==> src/rtl/conv_tile_sched.sv <==
// Frame sequencer for the conv/pool datapath: walks pooled pixels in raster order,
// issues tile reads, strobes the datapath and writes results with ready backpressure.
module conv_tile_sched #(
  parameter int unsigned OUT_W  = 255,
  parameter int unsigned OUT_H  = 255,
  parameter int unsigned ADDR_W = 16,
  parameter int unsigned RD_LAT = 1
) (
  input  logic              clk,
  input  logic              rst,
  input  logic              start,
  input  logic              abort,
  input  logic              out_ready,
  input  logic [7:0]        pool_in,
  output logic              busy,
  output logic              done,
  output logic              input_re,
  output logic [ADDR_W-1:0] input_addr,
  output logic [7:0]        tile_col,
  output logic [7:0]        tile_row,
  output logic              calc_en,
  output logic              output_we,
  output logic [ADDR_W-1:0] output_addr,
  output logic [7:0]        y
);

  localparam int unsigned       LAT_W    = 2;
  localparam logic [ADDR_W-1:0] LAST_IDX = ADDR_W'(OUT_W * OUT_H - 1);
  localparam logic [7:0]        LAST_COL = 8'(OUT_W - 1);
  localparam logic [LAT_W-1:0]  LAT_LOAD = LAT_W'(RD_LAT - 1);

  typedef enum logic [2:0] {
    S_IDLE  = 3'd0,
    S_READ  = 3'd1,
    S_WAIT  = 3'd2,
    S_CALC  = 3'd3,
    S_WRITE = 3'd4,
    S_DONE  = 3'd5
  } state_t;

  state_t            r_state, w_state_nxt;
  logic [ADDR_W-1:0] r_idx, w_idx_nxt;
  logic [7:0]        r_col, w_col_nxt;
  logic [7:0]        r_row, w_row_nxt;
  logic [LAT_W-1:0]  r_lat, w_lat_nxt;
  logic [7:0]        r_y, w_y_nxt;

  logic              r_busy, r_done, r_re, r_calc, r_we;
  logic [ADDR_W-1:0] r_iaddr, r_oaddr;
  logic              w_busy_nxt, w_done_nxt, w_re_nxt, w_calc_nxt, w_we_nxt;
  logic [ADDR_W-1:0] w_iaddr_nxt, w_oaddr_nxt;
  logic              w_accept;

  assign w_accept = r_we & out_ready;

  // Next state, counters and next-cycle registered outputs
  always_comb begin
    w_state_nxt = r_state;
    w_idx_nxt   = r_idx;
    w_col_nxt   = r_col;
    w_row_nxt   = r_row;
    w_lat_nxt   = r_lat;
    w_y_nxt     = r_y;

    case (r_state)
      S_IDLE: begin
        if (start) begin
          w_state_nxt = S_READ;
          w_idx_nxt   = '0;
          w_col_nxt   = '0;
          w_row_nxt   = '0;
        end
      end
      S_READ: begin
        w_lat_nxt   = LAT_LOAD;
        w_state_nxt = S_WAIT;
      end
      S_WAIT: begin
        if (r_lat == '0) w_state_nxt = S_CALC;
        else             w_lat_nxt   = r_lat - LAT_W'(1);
      end
      S_CALC: begin
        w_y_nxt     = pool_in;
        w_state_nxt = S_WRITE;
      end
      S_WRITE: begin
        if (w_accept) begin
          if (r_idx == LAST_IDX) begin
            w_state_nxt = S_DONE;
          end else begin
            w_state_nxt = S_READ;
            w_idx_nxt   = r_idx + ADDR_W'(1);
            if (r_col == LAST_COL) begin
              w_col_nxt = '0;
              w_row_nxt = r_row + 8'd1;
            end else begin
              w_col_nxt = r_col + 8'd1;
            end
          end
        end
      end
      S_DONE:  w_state_nxt = S_IDLE;
      default: w_state_nxt = S_IDLE;
    endcase

    // Abort overrides everything, including a same-cycle accept
    if (abort && (r_state != S_IDLE)) begin
      w_state_nxt = S_IDLE;
      w_idx_nxt   = r_idx;
      w_col_nxt   = r_col;
      w_row_nxt   = r_row;
      w_y_nxt     = r_y;
    end

    w_busy_nxt  = (w_state_nxt != S_IDLE);
    w_done_nxt  = (w_state_nxt == S_DONE);
    w_re_nxt    = (w_state_nxt == S_READ);
    w_calc_nxt  = (w_state_nxt == S_CALC);
    w_we_nxt    = (w_state_nxt == S_WRITE);
    w_iaddr_nxt = w_re_nxt ? w_idx_nxt : '0;
    w_oaddr_nxt = w_we_nxt ? w_idx_nxt : '0;
  end

  always_ff @(posedge clk or negedge rst) begin
    if (!rst) begin
      r_state <= S_IDLE;
      r_idx   <= '0;
      r_col   <= '0;
      r_row   <= '0;
      r_lat   <= '0;
      r_y     <= '0;
      r_busy  <= 1'b0;
      r_done  <= 1'b0;
      r_re    <= 1'b0;
      r_calc  <= 1'b0;
      r_we    <= 1'b0;
      r_iaddr <= '0;
      r_oaddr <= '0;
    end else begin
      r_state <= w_state_nxt;
      r_idx   <= w_idx_nxt;
      r_col   <= w_col_nxt;
      r_row   <= w_row_nxt;
      r_lat   <= w_lat_nxt;
      r_y     <= w_y_nxt;
      r_busy  <= w_busy_nxt;
      r_done  <= w_done_nxt;
      r_re    <= w_re_nxt;
      r_calc  <= w_calc_nxt;
      r_we    <= w_we_nxt;
      r_iaddr <= w_iaddr_nxt;
      r_oaddr <= w_oaddr_nxt;
    end
  end

  assign busy        = r_busy;
  assign done        = r_done;
  assign input_re    = r_re;
  assign input_addr  = r_iaddr;
  assign tile_col    = r_col;
  assign tile_row    = r_row;
  assign calc_en     = r_calc;
  assign output_we   = r_we;
  assign output_addr = r_oaddr;
  assign y           = r_y;

endmodule
==> config.mk <==
export PLATFORM = sky130hd
export DESIGN_NAME = conv_tile_sched
export DESIGN_NICKNAME = d
export VERILOG_FILES = /design/src/rtl/conv_tile_sched.sv
export SDC_FILE = /design/constraint.sdc
export NUM_CORES = 1
export LEC_CHECK = 0
export CORE_ASPECT_RATIO = 1.75
export CORE_MARGIN = 2
export CORE_UTILIZATION = 47
export DETAILED_ROUTE_END_ITERATION = 7
export GPL_ROUTABILITY_DRIVEN = 0
export GPL_TIMING_DRIVEN = 0
export PLACE_DENSITY = 0.82
export SYNTH_ARGS = -nofsm -noshare
export SYNTH_HDL_FRONTEND = slang
export SYNTH_SLANG_ARGS = --single-unit
export TNS_END_PERCENT = 1
==> constraint.sdc <==
create_clock -name clk -period 1.85 [get_ports clk]
set_input_delay 0.555 -clock clk [delete_from_list [all_inputs] [get_ports clk]]
set_output_delay 0.555 -clock clk [all_outputs]
set_load 0.1 [all_outputs]
==> summary.txt <==
Timing
  – Slew of the pin with the lowest slew margin: 571 ps
  – Number of hold-slack violations in the final timing report: 0
  – Max Slew Vio Count: 0
  – Worst clock skew: 10.7 ps
  – Total negative setup slack: -5730 ps
  – Worst-case hold slack: around 44 ps
  – Headroom to the max-slew limit: 0.621
  – Fin crit period: 2050 ps
  – Setup repair after global routing missed its margin: yes
  – Peak Freq: between 0.4 and 0.5 GHz
  – Fraction of the cycle the final worst path needs: 1.11
  – Worst-case setup margin in the final layout: -199 ps
  – Final setup viols: 52

Synth
  – Number of nets in the synthesized netlist: 373
  – Share of synthesized flip-flops with an asynchronous set or reset: 1.00
  – Share of synthesized area occupied by flip-flops and latches: 0.532
  – Netlist Area Pre-Place: 3860 um2
  – Share of the synthesized area in the top cell type: 0.532
  – Synth Flop Type: dfrtp_1
  – EDFF count, synth: 0
  – Total of warnings raised by yosys: 0
  – Largest cells by area after synthesis: dfrtp_1 (53%), mux2_2 (4.1%), nor3_1 (2.9%)
  – Total of flip-flops plus latches after synthesis: 82
  – Post-synth top area cell: dfrtp_1
  – Avg Inst Size Synth: 10.9 um2
  – Cells after Synth: 354
  – Distinct cell type count after synthesis: 61

CTS
  – H-tree depth: 3
  – Clock-pin slew on the worst setup and hold paths: 60 ps
  – TritonCTS buffer count: 9
  – Library cell used as clock root buffer: clkbuf_16
  – Clock tree from TritonCTS: yes
  – Sinks on Clock Net: 82
  – Clk Latency, worst-skew pair: around 340 ps
  – Maximum clock insertion buffer count: 2

Detailed routing
  – Starting DRT DRC Count: approximately 180
  – DRC viols: 0
  – Routed wirelength normalized by instance count: around 18 um
  – Overall via count from detail_route: 3098
  – WL final: 9610 um
  – Vias per inst: 5.71
  – First-pass iteration count of the detailed router: 4
  – Number of nets still failing antenna checks after routing: 0

Floorplanning
  – Die span in x: between 70 and 80 um
  – Floorplan core area: 7960 um2
  – Initial cell density of the core: 0.485
  – Count of pins on the block boundary: 74
  – Die outline height: about 120 um
  – Std cell rows: 43
  – Overall die area: about 9000 um2

Power
  – Peak ir drop on the vdd network: 0.000789 V
  – Reported leakage power: 2.38 nW
  – Pwr/cell area: 1130 nW/um2

Setup path
  – Delay of the slowest cell on the worst path: 440 ps
  – Crit start category: register
  – Worst setup path category: register to register
  – Arrival time of data at the critical path endpoint: around 2300 ps
  – Chain of cells forming the critical path: buf_6 -> nor4b_4 -> and4_2 -> nand4_1 -> mux2_2 -> nor3_1
  – Required time reported for the critical path endpoint: 2090 ps
  – Critical path endpoint category: register
  – Max Fanout on Critical Path: 10
  – Worst path slowest cell: nor4b_4

Global routing
  – Met2 Use GR: 0.412
  – Most Used Layer, Global Route: met2
  – Maximum number of pins on one net before global-route repair: 75
  – Initial antenna violation count: 0
  – Via count of the first global-routing pass: approximately 3200
  – Routing usage on met1: 0.249
  – All-layer global routing usage: 0.226
  – Global route total overflow: 0
  – Wire length of the first global-routing pass: 15400 um
  – Global routing met3 resource utilization: 0.0340

Outcome
  – Result of the run: complete, but fails checks
  – Violated checks: setup timing

Run
  – Number of violations of the max-capacitance limit: 0

Finish
  – Fin nets: 467
  – Share of cells above drive strength 1: 0.338
  – Post-layout instance count excluding filler cells: 543
  – Final Instance Area: 5230 um2
  – Diode insertion count for antenna repair: 0
  – Layout Area Growth over Synthesis: 35.4%

Place
  – Cell Area, Placed: 4740 um2
  – Post-DP HPWL: about 6500 um
  – Placed Instances: 517
  – Number of port buffers: 72

Min path
  – Class of the tightest hold or removal check: input port to asynchronous set/reset pin
## registers in the layout, summed over array words and instances (netlist names)
name,flops
tile_col,8
r_state,3
input_re,1
r_idx,16
y,8
output_we,1
busy,1
output_addr,16
tile_row,8
input_addr,16
done,1
r_lat,2
calc_en,1
## routing by layer
metal | vias to the layer above | routed length [um]
met4 | 0 | 267
li1 | 1453 | -
met2 | 74 | 5410
met3 | 19 | 355
met5 | - | 0
met1 | 1552 | 3580
## cells in the final DEF (no fill, tap or decap), drive strengths merged, types with 3 or more instances in the layout
| cell type | n |
|---|---|
| dfrtp | 82 |
| clkdlybuf4s15 | 45 |
| buf | 40 |
| inv | 28 |
| nor3 | 26 |
| nand2 | 23 |
| nor2 | 17 |
| mux2 | 16 |
| clkbuf | 16 |
| nand3 | 15 |
| a21oi | 15 |
| nand2b | 12 |
| nand4 | 10 |
| o21ai | 10 |
| clkdlybuf4s50 | 8 |
| and3 | 7 |
| and4 | 7 |
| mux2i | 6 |
| and2 | 6 |
| ha | 6 |
| o211ai | 5 |
| o2111ai | 4 |
| nor3b | 4 |
| o31a | 3 |
| a211o | 3 |
| a21o | 3 |
| clkdlybuf4s18 | 3 |
## where the power goes
part | switching, W | internal [W] | total [W] | leakage, nW
sequential | 0.0000990 | 0.00193 | 0.00203 | 1.11
combinational | 0.00160 | 0.000565 | 0.00217 | 1.13
clock | 0.000654 | 0.00108 | 0.00173 | 0.144
total | 0.00235 | 0.00358 | 0.00593 | 2.38
## final timing paths
path,from,end,slack (ps),depth (start not counted)
setup / recovery,r_state[1]$_DFF_PN0_,output_addr[14]$_DFF_PN0_,-200,6
hold / removal,rst,y[6]$_DFFE_PN0P_,40,1
setup reg to reg,r_state[1]$_DFF_PN0_,output_addr[14]$_DFF_PN0_,-200,6
hold reg to reg,y[7]$_DFFE_PN0P_,y[7]$_DFFE_PN0P_,510,1
max in group asynchronous,rst,tile_col[2]$_DFFE_PN0P_,1210,2
min in group clk,y[7]$_DFFE_PN0P_,y[7]$_DFFE_PN0P_,510,1
## synth_stat cells (all sizes together), types with 4 or more instances
| cell type | instances |
|---|---|
| a21oi | 15 |
| and2 | 6 |
| and3 | 7 |
| and4 | 7 |
| buf | 15 |
| dfrtp | 82 |
| ha | 6 |
| inv | 28 |
| mux2 | 16 |
| mux2i | 6 |
| nand2 | 23 |
| nand2b | 12 |
| nand3 | 15 |
| nand4 | 10 |
| nor2 | 17 |
| nor3 | 26 |
| nor3b | 4 |
| o2111ai | 4 |
| o211ai | 5 |
| o21ai | 10 |
## repair_timing
item / 4_1_cts / 5_1_grt
setup endpoints to repair: 136 / 82
setup buffers: 5 / 5
pin swaps: 13 / 9
resized for setup: 208 / 40
hold buffers: 0 / 0
## worst max-delay path, delay by kind of cell, from the launching register on
family / cells / cell delay, ps
buf+inv: 1 / 160
flops: 1 / 390
mux: 1 / 310
simple gates: 4 / 1090
## final cells by class
cell class / count / area (um2)
fillers: 591 / 2740
plain buffers: 18 / 143
flip-flops and latches: 82 / 2070
clock buffers: 13 / 250
well taps: 90 / 113
inverters: 28 / 105
multi-input cells: 226 / 1700
repair buffers: 83 / 813
clock inverters: 3 / 40.0
## stage by stage
| step | power [W] | utilization | worst slack (ps) |
|---|---|---|---|
| after CTS | 0.00594 | 0.656 | -225 |
| after global routing | 0.00616 | 0.657 | -316 |
| final | 0.00593 | 0.657 | -199 |
| after global placement | 0.00413 | 0.593 | -3050 |
| after floorplan | 0.00362 | - | -156 |
| after detailed placement | 0.00417 | 0.596 | -735 |
## cell families (layout without fill, tap and decap cells)
logic type,Yosys count,in the layout,share of synthesized area
mux,22,22,0.0642
simple gates,138,138,0.215
buf+inv,46,145,0.0554
flops,82,82,0.532
xor+xnor,1,1,0.00227
compound gates,59,59,0.112
fa+ha+maj,6,6,0.0194
No activity file was read; power rests on OpenSTA's default activity.
